`config.mk`:
```
export PLATFORM = sky130hd
export DESIGN_NAME = gba_fb_scaler_flat
export DESIGN_NICKNAME = d
export VERILOG_FILES = /design/src/rtl/gba_video_pkg.sv /design/src/rtl/gba_fb_scaler_if.sv /design/src/rtl/gba_bres_step.sv /design/src/rtl/gba_fb_scaler.sv /design/src/flat_wrapper.sv
export SDC_FILE = /design/constraint.sdc
export NUM_CORES = 1
export LEC_CHECK = 0
export CAP_MARGIN = 20
export CORE_ASPECT_RATIO = 0.75
export CORE_MARGIN = 2
export CORE_UTILIZATION = 45
export DETAILED_ROUTE_END_ITERATION = 12
export PLACE_DENSITY = 0.77
export SYNTH_ARGS = -nofsm -noshare
export SYNTH_HDL_FRONTEND = slang
export SYNTH_SLANG_ARGS = --single-unit
```
`constraint.sdc`:
```
create_clock -name clk -period 2.9 [get_ports clk]
set_input_delay 0.58 -clock clk [delete_from_list [all_inputs] [get_ports clk]]
set_output_delay 0.58 -clock clk [all_outputs]
set_load 0.005 [all_outputs]
```
`src/rtl/gba_video_pkg.sv`:
```
// rtl/gba_video_pkg.sv - shared video types, 720p timing constants and colour helpers
package gba_video_pkg;

    localparam int HDMI_H_ACTIVE = 1280;
    localparam int HDMI_H_TOTAL  = 1650;
    localparam int HDMI_V_ACTIVE = 720;
    localparam int HDMI_V_TOTAL  = 750;

    localparam int OVL_X0 = 256;
    localparam int OVL_X1 = 1024;
    localparam int OVL_Y0 = 24;
    localparam int OVL_Y1 = 696;

    typedef struct packed {
        logic [7:0] r;
        logic [7:0] g;
        logic [7:0] b;
    } rgb8_t;

    typedef struct packed {
        logic  win;
        logic  dim;
        logic  ovl;
        logic  ovl_in;
        rgb8_t ovl_rgb;
    } pix_flags_t;

    typedef enum logic [1:0] {V_WAIT, V_ACTIVE, V_DONE} v_state_t;
    typedef enum logic {H_IDLE, H_ACTIVE} h_state_t;

    // c_left holds a w-bit channel left-aligned; its MSBs are replicated into the low bits
    function automatic logic [7:0] expand_ch(input logic [7:0] c_left, input int w);
        logic [7:0] r;
        r = c_left;
        if (w > 0) begin
            for (int s = w; s < 8; s += w) begin
                r = r | (c_left >> s);
            end
        end
        return r;
    endfunction

    function automatic rgb8_t bgr5_to_rgb8(input logic [15:0] c);
        rgb8_t p;
        p.r = expand_ch({c[4:0], 3'b000}, 5);
        p.g = expand_ch({c[9:5], 3'b000}, 5);
        p.b = expand_ch({c[14:10], 3'b000}, 5);
        return p;
    endfunction

endpackage

```
`src/rtl/gba_fb_scaler_if.sv`:
```
// rtl/gba_fb_scaler_if.sv - framebuffer BRAM read bus between scaler and memory
interface gba_fb_scaler_if #(
    parameter int ADDR_W = 16,
    parameter int PIX_W  = 18
);
    logic [ADDR_W-1:0] rd_addr;
    logic [PIX_W-1:0]  rd_data;

    modport master (output rd_addr, input rd_data);
    modport slave  (input rd_addr, output rd_data);
endinterface

```
`src/rtl/gba_bres_step.sv`:
```
// rtl/gba_bres_step.sv - Bresenham accumulator; adv flags that the next step moves the source index
module gba_bres_step #(
    parameter int NUM = 9,
    parameter int DEN = 2
) (
    input  logic clk,
    input  logic resetn,
    input  logic clear,
    input  logic step,
    output logic adv
);
    localparam int ACC_W = $clog2(NUM + DEN + 1);

    logic [ACC_W-1:0] acc;
    logic [ACC_W-1:0] sum;

    assign sum = acc + ACC_W'(DEN);
    assign adv = (sum >= ACC_W'(NUM));

    always_ff @(posedge clk or negedge resetn) begin
        if (!resetn) begin
            acc <= '0;
        end else if (clear) begin
            acc <= '0;
        end else if (step) begin
            acc <= adv ? (sum - ACC_W'(NUM)) : sum;
        end
    end
endmodule

```
`src/rtl/gba_fb_scaler.sv`:
```
// rtl/gba_fb_scaler.sv - rational NUM/DEN framebuffer-to-HDMI scaler with overlay and scanline mux
module gba_fb_scaler
    import gba_video_pkg::*;
#(
    parameter int          SRC_W      = 240,
    parameter int          SRC_H      = 160,
    parameter int          SCALE_NUM  = 9,
    parameter int          SCALE_DEN  = 2,
    parameter int          DST_X0     = 100,
    parameter int          DST_Y0     = 0,
    parameter int          CH_W       = 6,
    parameter int          RD_LATENCY = 1,
    parameter int          ADDR_W     = 16,
    parameter logic [23:0] BORDER_RGB = 24'h303030
) (
    input  logic                   clk,
    input  logic                   resetn,
    input  logic [10:0]            cx,
    input  logic [9:0]             cy,
    input  logic                   scanline_en,
    input  logic                   overlay,
    input  logic [15:0]            overlay_color,
    gba_fb_scaler_if.master        fb,
    output logic [23:0]            rgb,
    output logic                   active,
    output logic                   frame_start
);
    localparam int DST_W  = SRC_W * SCALE_NUM / SCALE_DEN;
    localparam int DST_H  = SRC_H * SCALE_NUM / SCALE_DEN;
    localparam int FB_MAX = SRC_W * SRC_H - 1;
    localparam int HC_W   = $clog2(DST_W + 1);
    localparam int VC_W   = $clog2(DST_H + 1);
    localparam int PIX_W  = 3 * CH_W;

    generate
        if (SCALE_NUM < SCALE_DEN || (SRC_W * SCALE_NUM) % SCALE_DEN != 0
            || (SRC_H * SCALE_NUM) % SCALE_DEN != 0) begin : g_bad_scale
            $error("gba_fb_scaler: scale must be >= 1 and give integer destination size");
        end
        if (RD_LATENCY < 1 || RD_LATENCY > 3) begin : g_bad_latency
            $error("gba_fb_scaler: RD_LATENCY must be 1..3");
        end
    endgenerate

    v_state_t          v_state, v_next;
    h_state_t          h_state, h_next;
    logic [HC_W-1:0]   hcnt;
    logic [VC_W-1:0]   vcnt;
    logic [ADDR_W-1:0] rd_addr_q, line_base;
    logic [ADDR_W:0]   addr_inc, base_inc;
    logic [ADDR_W-1:0] addr_next, base_next;
    logic              start_cond, frame_go, h_go, h_step, h_end, in_win;
    logic              h_adv, v_adv, ovl_win;
    pix_flags_t        flags_d, fo;
    pix_flags_t        flags_q [RD_LATENCY+1];
    rgb8_t             pix, pix_dim;

    gba_bres_step #(.NUM(SCALE_NUM), .DEN(SCALE_DEN)) u_hstep (
        .clk    (clk),
        .resetn (resetn),
        .clear  (h_go),
        .step   (h_step),
        .adv    (h_adv)
    );

    gba_bres_step #(.NUM(SCALE_NUM), .DEN(SCALE_DEN)) u_vstep (
        .clk    (clk),
        .resetn (resetn),
        .clear  (frame_go),
        .step   (h_end),
        .adv    (v_adv)
    );

    assign start_cond = (cx == '0) && (cy == 10'(DST_Y0));
    assign fb.rd_addr = rd_addr_q;

    // Both increments saturate at the last framebuffer word
    assign addr_inc  = {1'b0, rd_addr_q} + (ADDR_W+1)'(1);
    assign base_inc  = {1'b0, line_base} + (ADDR_W+1)'(SRC_W);
    assign addr_next = (addr_inc > (ADDR_W+1)'(FB_MAX)) ? ADDR_W'(FB_MAX) : addr_inc[ADDR_W-1:0];
    assign base_next = (base_inc > (ADDR_W+1)'(FB_MAX)) ? ADDR_W'(FB_MAX) : base_inc[ADDR_W-1:0];

    always_ff @(posedge clk or negedge resetn) begin
        if (!resetn) begin
            v_state <= V_WAIT;
            h_state <= H_IDLE;
        end else begin
            v_state <= v_next;
            h_state <= h_next;
        end
    end

    // hcnt is the dest index whose address is on rd_addr; cx at hcnt==DST_W-1 is already past the window
    always_comb begin
        v_next   = v_state;
        h_next   = h_state;
        frame_go = 1'b0;
        h_go     = 1'b0;
        h_step   = 1'b0;
        h_end    = 1'b0;
        in_win   = 1'b0;
        case (v_state)
            V_WAIT: begin
                if (start_cond) begin
                    frame_go = 1'b1;
                    v_next   = V_ACTIVE;
                end
            end
            V_ACTIVE: begin
                if (h_state == H_IDLE) begin
                    if (cx == 11'(DST_X0)) begin
                        h_go   = 1'b1;
                        in_win = 1'b1;
                        h_next = H_ACTIVE;
                    end
                end else if (hcnt == HC_W'(DST_W - 1)) begin
                    h_end  = 1'b1;
                    h_next = H_IDLE;
                    if (vcnt == VC_W'(DST_H - 1)) begin
                        v_next = V_DONE;
                    end
                end else begin
                    h_step = 1'b1;
                    in_win = 1'b1;
                end
            end
            V_DONE: begin
                if (start_cond) begin
                    frame_go = 1'b1;
                    v_next   = V_ACTIVE;
                end else if (cy == '0) begin
                    v_next = V_WAIT;
                end
            end
            default: v_next = V_WAIT;
        endcase
    end

    always_ff @(posedge clk or negedge resetn) begin
        if (!resetn) begin
            rd_addr_q   <= '0;
            line_base   <= '0;
            hcnt        <= '0;
            vcnt        <= '0;
            frame_start <= 1'b0;
        end else begin
            frame_start <= frame_go;
            if (frame_go) begin
                line_base <= '0;
                vcnt      <= '0;
            end
            if (h_go) begin
                rd_addr_q <= line_base;
                hcnt      <= '0;
            end else if (h_step) begin
                hcnt <= hcnt + HC_W'(1);
                if (h_adv) begin
                    rd_addr_q <= addr_next;
                end
            end
            if (h_end) begin
                vcnt <= vcnt + VC_W'(1);
                if (v_adv) begin
                    line_base <= base_next;
                end
            end
        end
    end

    assign ovl_win = (cx >= 11'(OVL_X0)) && (cx < 11'(OVL_X1))
                  && (cy >= 10'(OVL_Y0)) && (cy < 10'(OVL_Y1));

    always_comb begin
        flags_d.win     = in_win;
        flags_d.dim     = scanline_en & v_adv;
        flags_d.ovl     = overlay;
        flags_d.ovl_in  = ovl_win;
        flags_d.ovl_rgb = bgr5_to_rgb8(overlay_color);
    end

    assign fo = flags_q[RD_LATENCY];

    always_comb begin
        pix.r     = expand_ch(8'(fb.rd_data[PIX_W-1 -: CH_W]) << (8 - CH_W), CH_W);
        pix.g     = expand_ch(8'(fb.rd_data[2*CH_W-1 -: CH_W]) << (8 - CH_W), CH_W);
        pix.b     = expand_ch(8'(fb.rd_data[CH_W-1 -: CH_W]) << (8 - CH_W), CH_W);
        pix_dim.r = {1'b0, pix.r[7:1]};
        pix_dim.g = {1'b0, pix.g[7:1]};
        pix_dim.b = {1'b0, pix.b[7:1]};
    end

    // flags_q[RD_LATENCY] lines up with the rd_data returned for the same raster position
    always_ff @(posedge clk or negedge resetn) begin
        if (!resetn) begin
            for (int i = 0; i <= RD_LATENCY; i++) begin
                flags_q[i] <= '0;
            end
            rgb    <= BORDER_RGB;
            active <= 1'b0;
        end else begin
            flags_q[0] <= flags_d;
            for (int i = 1; i <= RD_LATENCY; i++) begin
                flags_q[i] <= flags_q[i-1];
            end
            if (fo.ovl) begin
                rgb    <= fo.ovl_in ? fo.ovl_rgb : BORDER_RGB;
                active <= 1'b0;
            end else if (fo.win) begin
                rgb    <= fo.dim ? pix_dim : pix;
                active <= 1'b1;
            end else begin
                rgb    <= BORDER_RGB;
                active <= 1'b0;
            end
        end
    end
endmodule

```
`src/flat_wrapper.sv`:
```
// flat-port wrapper written by rule: the top's interface ports become plain ports
module gba_fb_scaler_flat import gba_video_pkg::*;
#(
    parameter int          SRC_W      = 240,
    parameter int          SRC_H      = 160,
    parameter int          SCALE_NUM  = 9,
    parameter int          SCALE_DEN  = 2,
    parameter int          DST_X0     = 100,
    parameter int          DST_Y0     = 0,
    parameter int          CH_W       = 6,
    parameter int          RD_LATENCY = 1,
    parameter int          ADDR_W     = 16,
    parameter logic [23:0] BORDER_RGB = 24'h303030
)
  (clk, resetn, cx, cy, scanline_en, overlay, overlay_color, rgb, active, frame_start, fb_rd_addr, fb_rd_data);
  gba_fb_scaler_if #(.ADDR_W(ADDR_W), .PIX_W(18)) fb_i ();
  input  logic clk;
  input  logic resetn;
  input  logic [10:0] cx;
  input  logic [9:0] cy;
  input  logic scanline_en;
  input  logic overlay;
  input  logic [15:0] overlay_color;
  output logic [23:0] rgb;
  output logic active;
  output logic frame_start;
  output wire logic [$bits(fb_i.rd_addr)-1:0] fb_rd_addr;
  input wire logic [$bits(fb_i.rd_data)-1:0] fb_rd_data;
  assign fb_rd_addr = fb_i.rd_addr;
  assign fb_i.rd_data = fb_rd_data;
  gba_fb_scaler #(.SRC_W(SRC_W), .SRC_H(SRC_H), .SCALE_NUM(SCALE_NUM), .SCALE_DEN(SCALE_DEN), .DST_X0(DST_X0), .DST_Y0(DST_Y0), .CH_W(CH_W), .RD_LATENCY(RD_LATENCY), .ADDR_W(ADDR_W), .BORDER_RGB(BORDER_RGB)) u_core (.clk(clk), .resetn(resetn), .cx(cx), .cy(cy), .scanline_en(scanline_en), .overlay(overlay), .overlay_color(overlay_color), .fb(fb_i), .rgb(rgb), .active(active), .frame_start(frame_start));
endmodule
```
# Word level (Yosys, flattened, before mapping)

Index checks and enable logic that the tools add are counted.

Register bits after elaboration: 146
Input port bits: 59
Output and inout port bits: 42
Logic and storage cells: 115

$add $sub $neg: 8
Order comparisons: 8
Equal/unequal tests: 10
Multiplexer cells: 44
Bitwise logic cells: 7
Reductions and logical operators: 13

Operator list:

| kind                  | number |
|---|---|
| $mux 16               | 8 |
| $mux 24               | 4 |
| $gt 17x16->1 const B  | 2 |
| $mux 4                | 6 |
| $or 8x2->8            | 3 |
| $or 8x3->8            | 3 |
| $mux 11               | 2 |
| $mux 10               | 2 |
| $add 16x1->17 const B | 1 |
| $add 16x8->17 const B | 1 |
| $mux 1                | 15 |
| $mux 2                | 6 |
| $add 11x1->11 const B | 1 |
| $eq 11x11->1 const B  | 1 |
| $eq 11x7->1 const B   | 1 |
| $ge 11x9->1 const B   | 1 |
| $logic_not 11->1      | 1 |
| $lt 11x11->1 const B  | 1 |
| $add 10x1->10 const B | 1 |
| $eq 10x10->1 const B  | 1 |
| $ge 10x5->1 const B   | 1 |
| $logic_not 10->1      | 1 |
| $lt 10x10->1 const B  | 1 |
| $add 4x2->4 const B   | 2 |
| other kinds (14)      | 24 |

# Depth between registers and ports, before layout

Gate-level depths: netlist of the first run.

Depth after elaboration: 7
Gate-level depth with buffers: 12
Gate-level depth less buffers: 10

# Modules after synthesis

From an unflattened synthesis of the first run, not the netlist that was laid out.

Cells, all modules: 664
Area, all modules: 6,431.2 um2

By module, submodules not included:

| module        | instances | cells an instance | area each (um2) | seq. area each (um2) |
|---|---|---|---|---|
| gba_fb_scaler | 1         | 596               | 5,790.6         | 3,010.4 |
| gba_bres_step | 2         | 34                | 320.3           | 100.1 |

# Worst setup path after synthesis of the first run

OpenSTA, ideal clock, no wires.

Kind: reg-to-reg
From: reg u_core.line_base[4]
To: reg u_core.line_base[14]
Library setup time: 124 ps
Arrival time: 2,800 ps
Required time: 2,776 ps
Path slack: -24 ps
Stages on the path, launching flop included: 13
Buffers on the path: 2
Period minus slack after synthesis: 2,924 ps
Path through: dfrtp_1 > clkbuf_1 > inv_1 > ha_1 > or3b_1 > buf_2 > nor3b_2 > o211ai_2 > a2111oi_4 > nand2_2 > a31oi_4 > nor3b_1 > a211o_1

Cells in the longest elaborated chain, start to end: 5

RTL lines:

| element                | RTL line             | text |
|---|---|---|
| start, declared        | gba_fb_scaler.sv:49  | `logic [ADDR_W-1:0] rd_addr_q, line_base;` |
| start signal, assigned | gba_fb_scaler.sv:164 | `line_base <= base_next;` |
| $add 16x8->17 *        | gba_fb_scaler.sv:79  | `assign base_inc = {1'b0, line_base} + (ADDR_W+1)'(SRC_W);` |
| $gt 17x16->1           | gba_fb_scaler.sv:81  | `assign base_next = (base_inc > (ADDR_W+1)'(FB_MAX)) ? ADDR_W'(FB_MAX) : base_inc[ADDR_W-1:0];` |
| $mux 16 *              | gba_fb_scaler.sv:81  |  |
| $mux 16 *              | gba_fb_scaler.sv:163 | `if (v_adv) begin` |
| $mux 16 *              | gba_fb_scaler.sv:161 | `if (h_end) begin` |

Every way passes the cells marked *; elsewhere a longest branch is shown, timed or not.
A chain may end at the register's enable or synchronous reset.

# Final worst setup path of the first run

From: reg u_core.rd_addr_q[11] (netlist: u_core.fb.rd_addr[11])
To: reg u_core.rd_addr_q[4] (netlist: u_core.fb.rd_addr[4])

Cells in the longest elaborated chain, start to end: 6

RTL lines:

| element                | RTL line             | text |
|---|---|---|
| start, declared        | gba_fb_scaler.sv:49  |  |
| start signal, assigned | gba_fb_scaler.sv:153 | `rd_addr_q <= line_base;` |
| start signal, assigned | gba_fb_scaler.sv:158 | `rd_addr_q <= addr_next;` |
| $add 16x1->17          | gba_fb_scaler.sv:78  | `assign addr_inc = {1'b0, rd_addr_q} + (ADDR_W+1)'(1);` |
| $gt 17x16->1           | gba_fb_scaler.sv:80  | `assign addr_next = (addr_inc > (ADDR_W+1)'(FB_MAX)) ? ADDR_W'(FB_MAX) : addr_inc[ADDR_W-1:0];` |
| $mux 16                | gba_fb_scaler.sv:80  |  |
| $mux 16                | gba_fb_scaler.sv:157 | `if (h_adv) begin` |
| $mux 16                | gba_fb_scaler.sv:155 | `end else if (h_step) begin` |
| $mux 16                | gba_fb_scaler.sv:152 | `if (h_go) begin` |

Every way passes these cells. The select of a mux whose other input is x is not followed.

==> impl_metrics.toml, run 1 <==
[outcome]
outcome = "complete, no violations"

[die]
fp.dieH_um = 107
die-area_mm2 = 0.0151
die-width_um = 141
core_mm2 = 0.0137
ios = 101
start_util = 0.463
rows = 37

[route]
ant_nets = 0
top_layer = "met4"
routed_via_density = 5.75
wl_per_cell_um = 17.3
first_iter_violations = 515
dr.pass1.iters = 5
wl_mm = 16.7
wl_met2_mm = 7.99
wl_met3_mm = 1.05
drc = 0
num_vias = 5564
drt-met1-wl_mm = 7.40

[sta]
fmax_ghz = 0.355
maxSlewHeadroom = 0.338
slew_violations = 0
finalWorstSetupSlack_ns = 0.0828
clock_skew_ns = 0.00884
setup_violations = 0
hold_viol = 0
worst_pin_slew_ns = 0.994
period_share = 0.971
period_needed_ns = 2.82

[clocking]
cts_tree = "built"
cts_sinks = 128
insertion_delay_ns = 0.42
cts_buffers = 17
hold_buffers = 0
root_buffer = "clkbuf_16"
clock_path_buffers = 2
htreeDepth = 4
clkTransAtPathRegs_ns = 0.06

[synthesis]
synth-edff-count = 0
synth_top_cell_by_area = "dfrtp_1"
ys_ff_latch = 128
yosysTopAreaCellShare = 0.480
synth_cell_type_count = 70
async_flop_share = 1.00
synth_area_leaders = "dfrtp_1 48%, nand2_1 5.0%, o21ai_0 4.3%, mux2i_1 3.6%, nor2_1 3.1%"
ys_seq_area_frac = 0.505
synth.avg_cell_area_um2 = 9.76
ys_warn_count = 0
postSynthCellCount = 652
ys.flop_type = "dfrtp_1"
syn_area_mm2 = 0.00636
synth_nets = 725

[worst_setup_path]
path_cells = "nand4_1 > or4_4 > mux2i_2 > nand2_1 > o41a_1 > nand3b_4 > o211ai_1 > o211ai_1"
worstPathMaxFanout = 8
cp.required_ns = 3.19
endpoint_kind = "register"
cpMaxStageDelayCell = "or4_4"
reg2reg_to = "u_core.fb.rd_addr[4]"
r2r-start = "u_core.fb.rd_addr[11]"
start_kind = "register"
cp.arrival_ns = 3.10
timing_worst_setup_path_type = "register to register"
reg2reg_setup_slack_ns = 0.08
reg2reg_depth = 8
cp_slowest_stage_delay_ns = 0.57
path_common_cell = "o211ai_1"

[final_layout]
final_cell_area_mm2 = 0.00845
multi_input_area_mm2 = 0.00305
nFillCells = 1062
nNetsFinal = 851
drive_above_1_share = 0.147
syn2layout_area_growth_pct = 32.8
regArea_mm2 = 0.00321
final_cell_count_no_fill = 967

[global_route]
grt_pass1_wl_mm = 26.8
gr-total-overflow = 0
antenna_found_initial = 1
grt_pass1_vias = 5278
grt_start_max_net_pins = 70
grtUsageTotal = 0.225

[power]
p_leak_nw = 3.56
ir_worst_vdd_mv = 0.417
p_per_area_mw_per_mm2 = 490

[place]
dp_slack_ns = 0.0274
place_inst = 930
placed_cell_area_mm2 = 0.00774
hpwl_mm = 11.7
io_buffer_count = 99
gp_congestion = 0.874

[run]
drv_cap = 0

[hold_path]
hp-class = "input pin to async pin"
routing by layer:
metal | global-route usage | vias up
met5 | 0 | -
met4 | 0.0707 | 0
met3 | 0.0576 | 21
met2 | 0.347 | 203
met1 | 0.313 | 2734
li1 | - | 2606
worst max path at each step:
stage,start,to,cells past startpoint
final,u_core.fb.rd_addr[11],u_core.fb.rd_addr[4],8
after global placement,cy[4],u_core.vcnt[4],9
after floorplan,u_core.line_base[4],u_core.line_base[14],12
after global routing,u_core.hcnt[3],u_core.line_base[7],9
after CTS,u_core.fb.rd_addr[0],u_core.fb.rd_addr[4],9
after detailed placement,cy[4],u_core.vcnt[7],9
critical path: cells and delay by family (launching register included):
| family | cells | cell delay, ns |
|---|---|---|
| and+or+nand+nor | 4 | 1.09 |
| DFF | 1 | 0.51 |
| muxes | 1 | 0.21 |
| AOI/OAI and AO/OA | 3 | 0.87 |
cells in the final DEF, fill, tap and decap left out, types with 8 or more instances in the layout:
cell type	n
ha_1	12
clkbuf_16	17
nand4_1	13
o21ai_0	54
and2_1	8
a21oi_1	36
xor2_1	9
buf_4	37
clkdlybuf4s50_1	98
dfrtp_1	122
nor3_1	10
nand3_1	24
inv_1	17
xnor2_1	9
mux2i_1	22
nor2_1	53
nand2_1	85
and3_1	15
cell families (layout without fill, tap and decap cells):
| family | count (synthesis) | in the layout | synth area share |
|---|---|---|---|
| AOI/OAI and AO/OA | 147 | 148 | 0.148 |
| xor gates and xnor gates | 18 | 18 | 0.0248 |
| adders and majority gates | 14 | 14 | 0.0275 |
| buffers and inverters | 50 | 187 | 0.0324 |
| DFF | 128 | 128 | 0.505 |
| muxes | 26 | 26 | 0.0415 |
| other | 0 | 1 | 0 |
| and+or+nand+nor | 269 | 270 | 0.221 |
registers in the layout, indices dropped and copies added, names as in the netlist:
name and flops:
u_core.u_vstep.acc 4, u_core.u_hstep.acc 4, u_core.fb.rd_addr 16, u_core.rgb 24, u_core.flags_q 38, u_core.line_base 16, u_core.hcnt 11, u_core.frame_start 1
u_core.active 1, u_core.vcnt 10, u_core.h_state 1, u_core.v_state 2
cells in the mapped netlist, types with 9 or more instances:
master    count
and3_1       15
clkbuf_1     25
a21oi_1      36
nor2_1       53
xor2_1        9
nand2_1      85
nor4_1        9
nor3_1       11
nand3_1      25
dfrtp_1     122
o21ai_0      55
nand4_1      13
mux2i_1      23
ha_1         14
inv_1        17
xnor2_1       9
power breakdown:
part | switching (mW) | total, mW | internal [mW]
sequential | 0.0184 | 1.84 | 1.82
clock | 0.889 | 2.11 | 1.22
combinational | 0.0790 | 0.187 | 0.108
total | 0.986 | 4.14 | 3.15
repair_timing:
action	CTS	global route
setup endpoints to repair	0	16
buffers inserted	0	2
resized for setup	0	14
final cells by class:
| class | instances | area share |
|---|---|---|
| Antenna cell | 1 | 0.000296 |
| Clock buffer | 17 | 0.0503 |
| Tap cell | 175 | 0.0259 |
| Sequential cell | 128 | 0.380 |
| Timing Repair Buffer | 138 | 0.156 |
| Clock inverter | 15 | 0.0193 |
| Inverter | 17 | 0.00755 |
| Multi-Input combinational cell | 476 | 0.361 |
through the flow:
stage / hold slack (ns) / TNS, ns / util / power (mW)
final: 0.270 / 0 / 0.615 / 4.14
after global routing: 0.348 / -0.0341 / 0.615 / 4.27
after CTS: 0.304 / 0 / 0.606 / 4.17
after detailed placement: 0.335 / 0 / 0.563 / 2.06
after global placement: 0.331 / 0 / 0.563 / 2.06
after floorplan: 0.284 / 0 / - / 1.90
Note: power is estimated with default switching activity, not from simulation.
==> inputs of run 2 (changes only) <==
CORE_UTILIZATION = 54   (was 45)
PLACE_DENSITY = 0.86   (was 0.77)
clock period = 2.7 ns   (was 2.9 ns; I/O delays follow)
==> impl_metrics.toml, run 2 (synthesized netlist as in run 1, its figures left out) <==
[sta]
worst_pin_slew_ns = 1.00
finalWorstSetupSlack_ns = -0.102
clock_skew_ns = 0.00695
setup_violations = 18
period_share = 1.04
fmax_ghz = 0.357
hold_viol = 0
maxSlewHeadroom = 0.332
period_needed_ns = 2.80
slew_violations = 0
rsz0062_at_grt = "yes"

[global_route]
antenna_found_initial = 0
grt_start_max_net_pins = 50
grt_pass1_wl_mm = 30.1
gr-total-overflow = 0
grt_pass1_vias = 5875
grtUsageTotal = 0.305

[final_layout]
largest_reg_flops = 38
nFillCells = 691
top_regs = "u_core.flags_q x38, u_core.rgb x24"
nNetsFinal = 878
syn2layout_area_growth_pct = 38.0
largest-register = "u_core.flags_q"
regArea_mm2 = 0.00321
multi_input_area_mm2 = 0.00314
n_antenna_cell = 0
final_common_cell = "dfrtp_1"
utilization = 0.762
drive_above_1_share = 0.208
final_cell_mix = "121 x dfrtp_1, 98 x clkdlybuf4s50_1, 81 x nand2_1, 62 x buf_4"

[run]
drv_cap = 0

[route]
wl_per_cell_um = 19.8
first_iter_violations = 751
num_vias = 6029
ant_nets = 0
dr.pass1.iters = 5
routed_via_density = 6.15
wl_mm = 19.4
drc = 0

[worst_setup_path]
cp.arrival_ns = 3.13
cpMaxStageDelayCell = "o41ai_4"
reg2reg_depth = 10
cp.required_ns = 3.03
path_common_cell = "buf_4"
endpoint_kind = "register"
cp_slowest_stage_delay_ns = 0.44
worstPathMaxFanout = 7
reg2reg_to = "u_core.line_base[10]"
reg2reg_setup_slack_ns = -0.10
timing_worst_setup_path_type = "register to register"
start_kind = "register"
setup.worst_path.end = "u_core.line_base[10]"
crit_buf_inv = 2
path_cells = "buf_4 > o41ai_4 > nand3b_1 > o22a_1 > a2111oi_4 > buf_4 > a21oi_2 > a22oi_2 > nand3_4 > a211oi_2"
worstSetupStartpoint = "u_core.line_base[4]"
r2r-start = "u_core.line_base[4]"
cp_top_family = "compound AO/OA/AOI/OAI gates"
path_depth = 10

[die]
rows = 34
fp.dieH_um = 98.0
ios = 101
die-width_um = 129
start_util = 0.552
die-area_mm2 = 0.0127
core_mm2 = 0.0115

[clocking]
cts_tree = "built"
clock_path_buffers = 2
htreeDepth = 4
root_buffer = "clkbuf_16"
hold_buffers = 0
insertion_delay_ns = 0.42
clkTransAtPathRegs_ns = 0.06
cts_sinks = 128
cts_buffers = 17

[power]
p_per_area_mw_per_mm2 = 531
p_leak_nw = 3.72
ir_worst_vdd_mv = 0.506

[hold_path]
hp-class = "input pin to async pin"

[outcome]
violations = "negative setup slack"
outcome = "finished with violations"

[place]
gp_congestion = 0.901
hpwl_mm = 12.3
dp_slack_ns = -0.224
io_buffer_count = 99
-- run 2: changes by cell type in the layout (fill, tap and decap cells not counted), sizes merged --
cell	before	now
clkinvlp	2	4
diode	1	0
a31oi	9	8
bufinv	1	4
clkinv	2	3
inv	27	21
buf	40	68
-- run 2: through the flow --
stage / std cells / hold WS, ns / power [mW] / setup TNS, ns / area [µm²]
after floorplan: 652 / 0.244 / 2.05 / -0.0582 / 6390
final: 980 / 0.129 / 4.66 / -1.05 / 8780
after global placement: 937 / 0.332 / 2.21 / -1.39 / 7880
after CTS: 976 / 0.154 / 4.67 / -0.0162 / 8600
after global routing: 980 / 0.183 / 4.78 / -3.11 / 8780
after detailed placement: 937 / 0.335 / 2.22 / -2.17 / 7880
-- run 2: worst min-delay path by stage --
stage	end	slack [ns]	start
after CTS	u_core.rgb[17]	0.15	resetn
after global placement	u_core.flags_q[22]	0.33	u_core.flags_q[50]
after detailed placement	u_core.flags_q[21]	0.33	u_core.flags_q[49]
after floorplan	u_core.active	0.24	resetn
final	u_core.flags_q[21]	0.13	resetn
after global routing	u_core.rgb[19]	0.18	resetn
-- run 2: where the power goes --
| part | switching [mW] | internal, mW | total (mW) |
|---|---|---|---|
| Clock | 0.916 | 1.56 | 2.47 |
| Combinational | 0.0901 | 0.118 | 0.208 |
| Sequential | 0.0229 | 1.96 | 1.98 |
| Total | 1.03 | 3.63 | 4.66 |
-- run 2: worst register-to-register path: cells and delay by family (launching register included) --
family	cells	cell delay, ns
and+or+nand+nor	2	0.36
buffers and inverters	2	0.40
AOI/OAI and AO/OA	6	1.53
DFF	1	0.42
-- run 2: layout make-up --
| cell class | count | area share |
|---|---|---|
| clock buffers | 17 | 0.0484 |
| clock inverters | 15 | 0.0237 |
| inverters | 17 | 0.00755 |
| multi-input cells | 475 | 0.357 |
| flip-flops and latches | 128 | 0.366 |
| well taps | 162 | 0.0231 |
| repair buffers | 166 | 0.174 |
-- run 2: what timing repair did --
| action | 4_1_cts | 5_1_grt |
|---|---|---|
| setup buffers | 6 | 5 |
| gates resized for setup | 6 | 40 |
| cloned | 1 | 0 |
| endpoints found under the setup margin | 14 | 30 |
| pin swaps | 4 | 18 |
-- run 2: routing by layer --
layer  vias up  part of all wire  track usage
met1      2962              0.40        0.409
met2       348              0.50        0.497
met5         -                 0            0
met4         0             0.030        0.110
li1       2649                 -            -
met3        70             0.077       0.0603
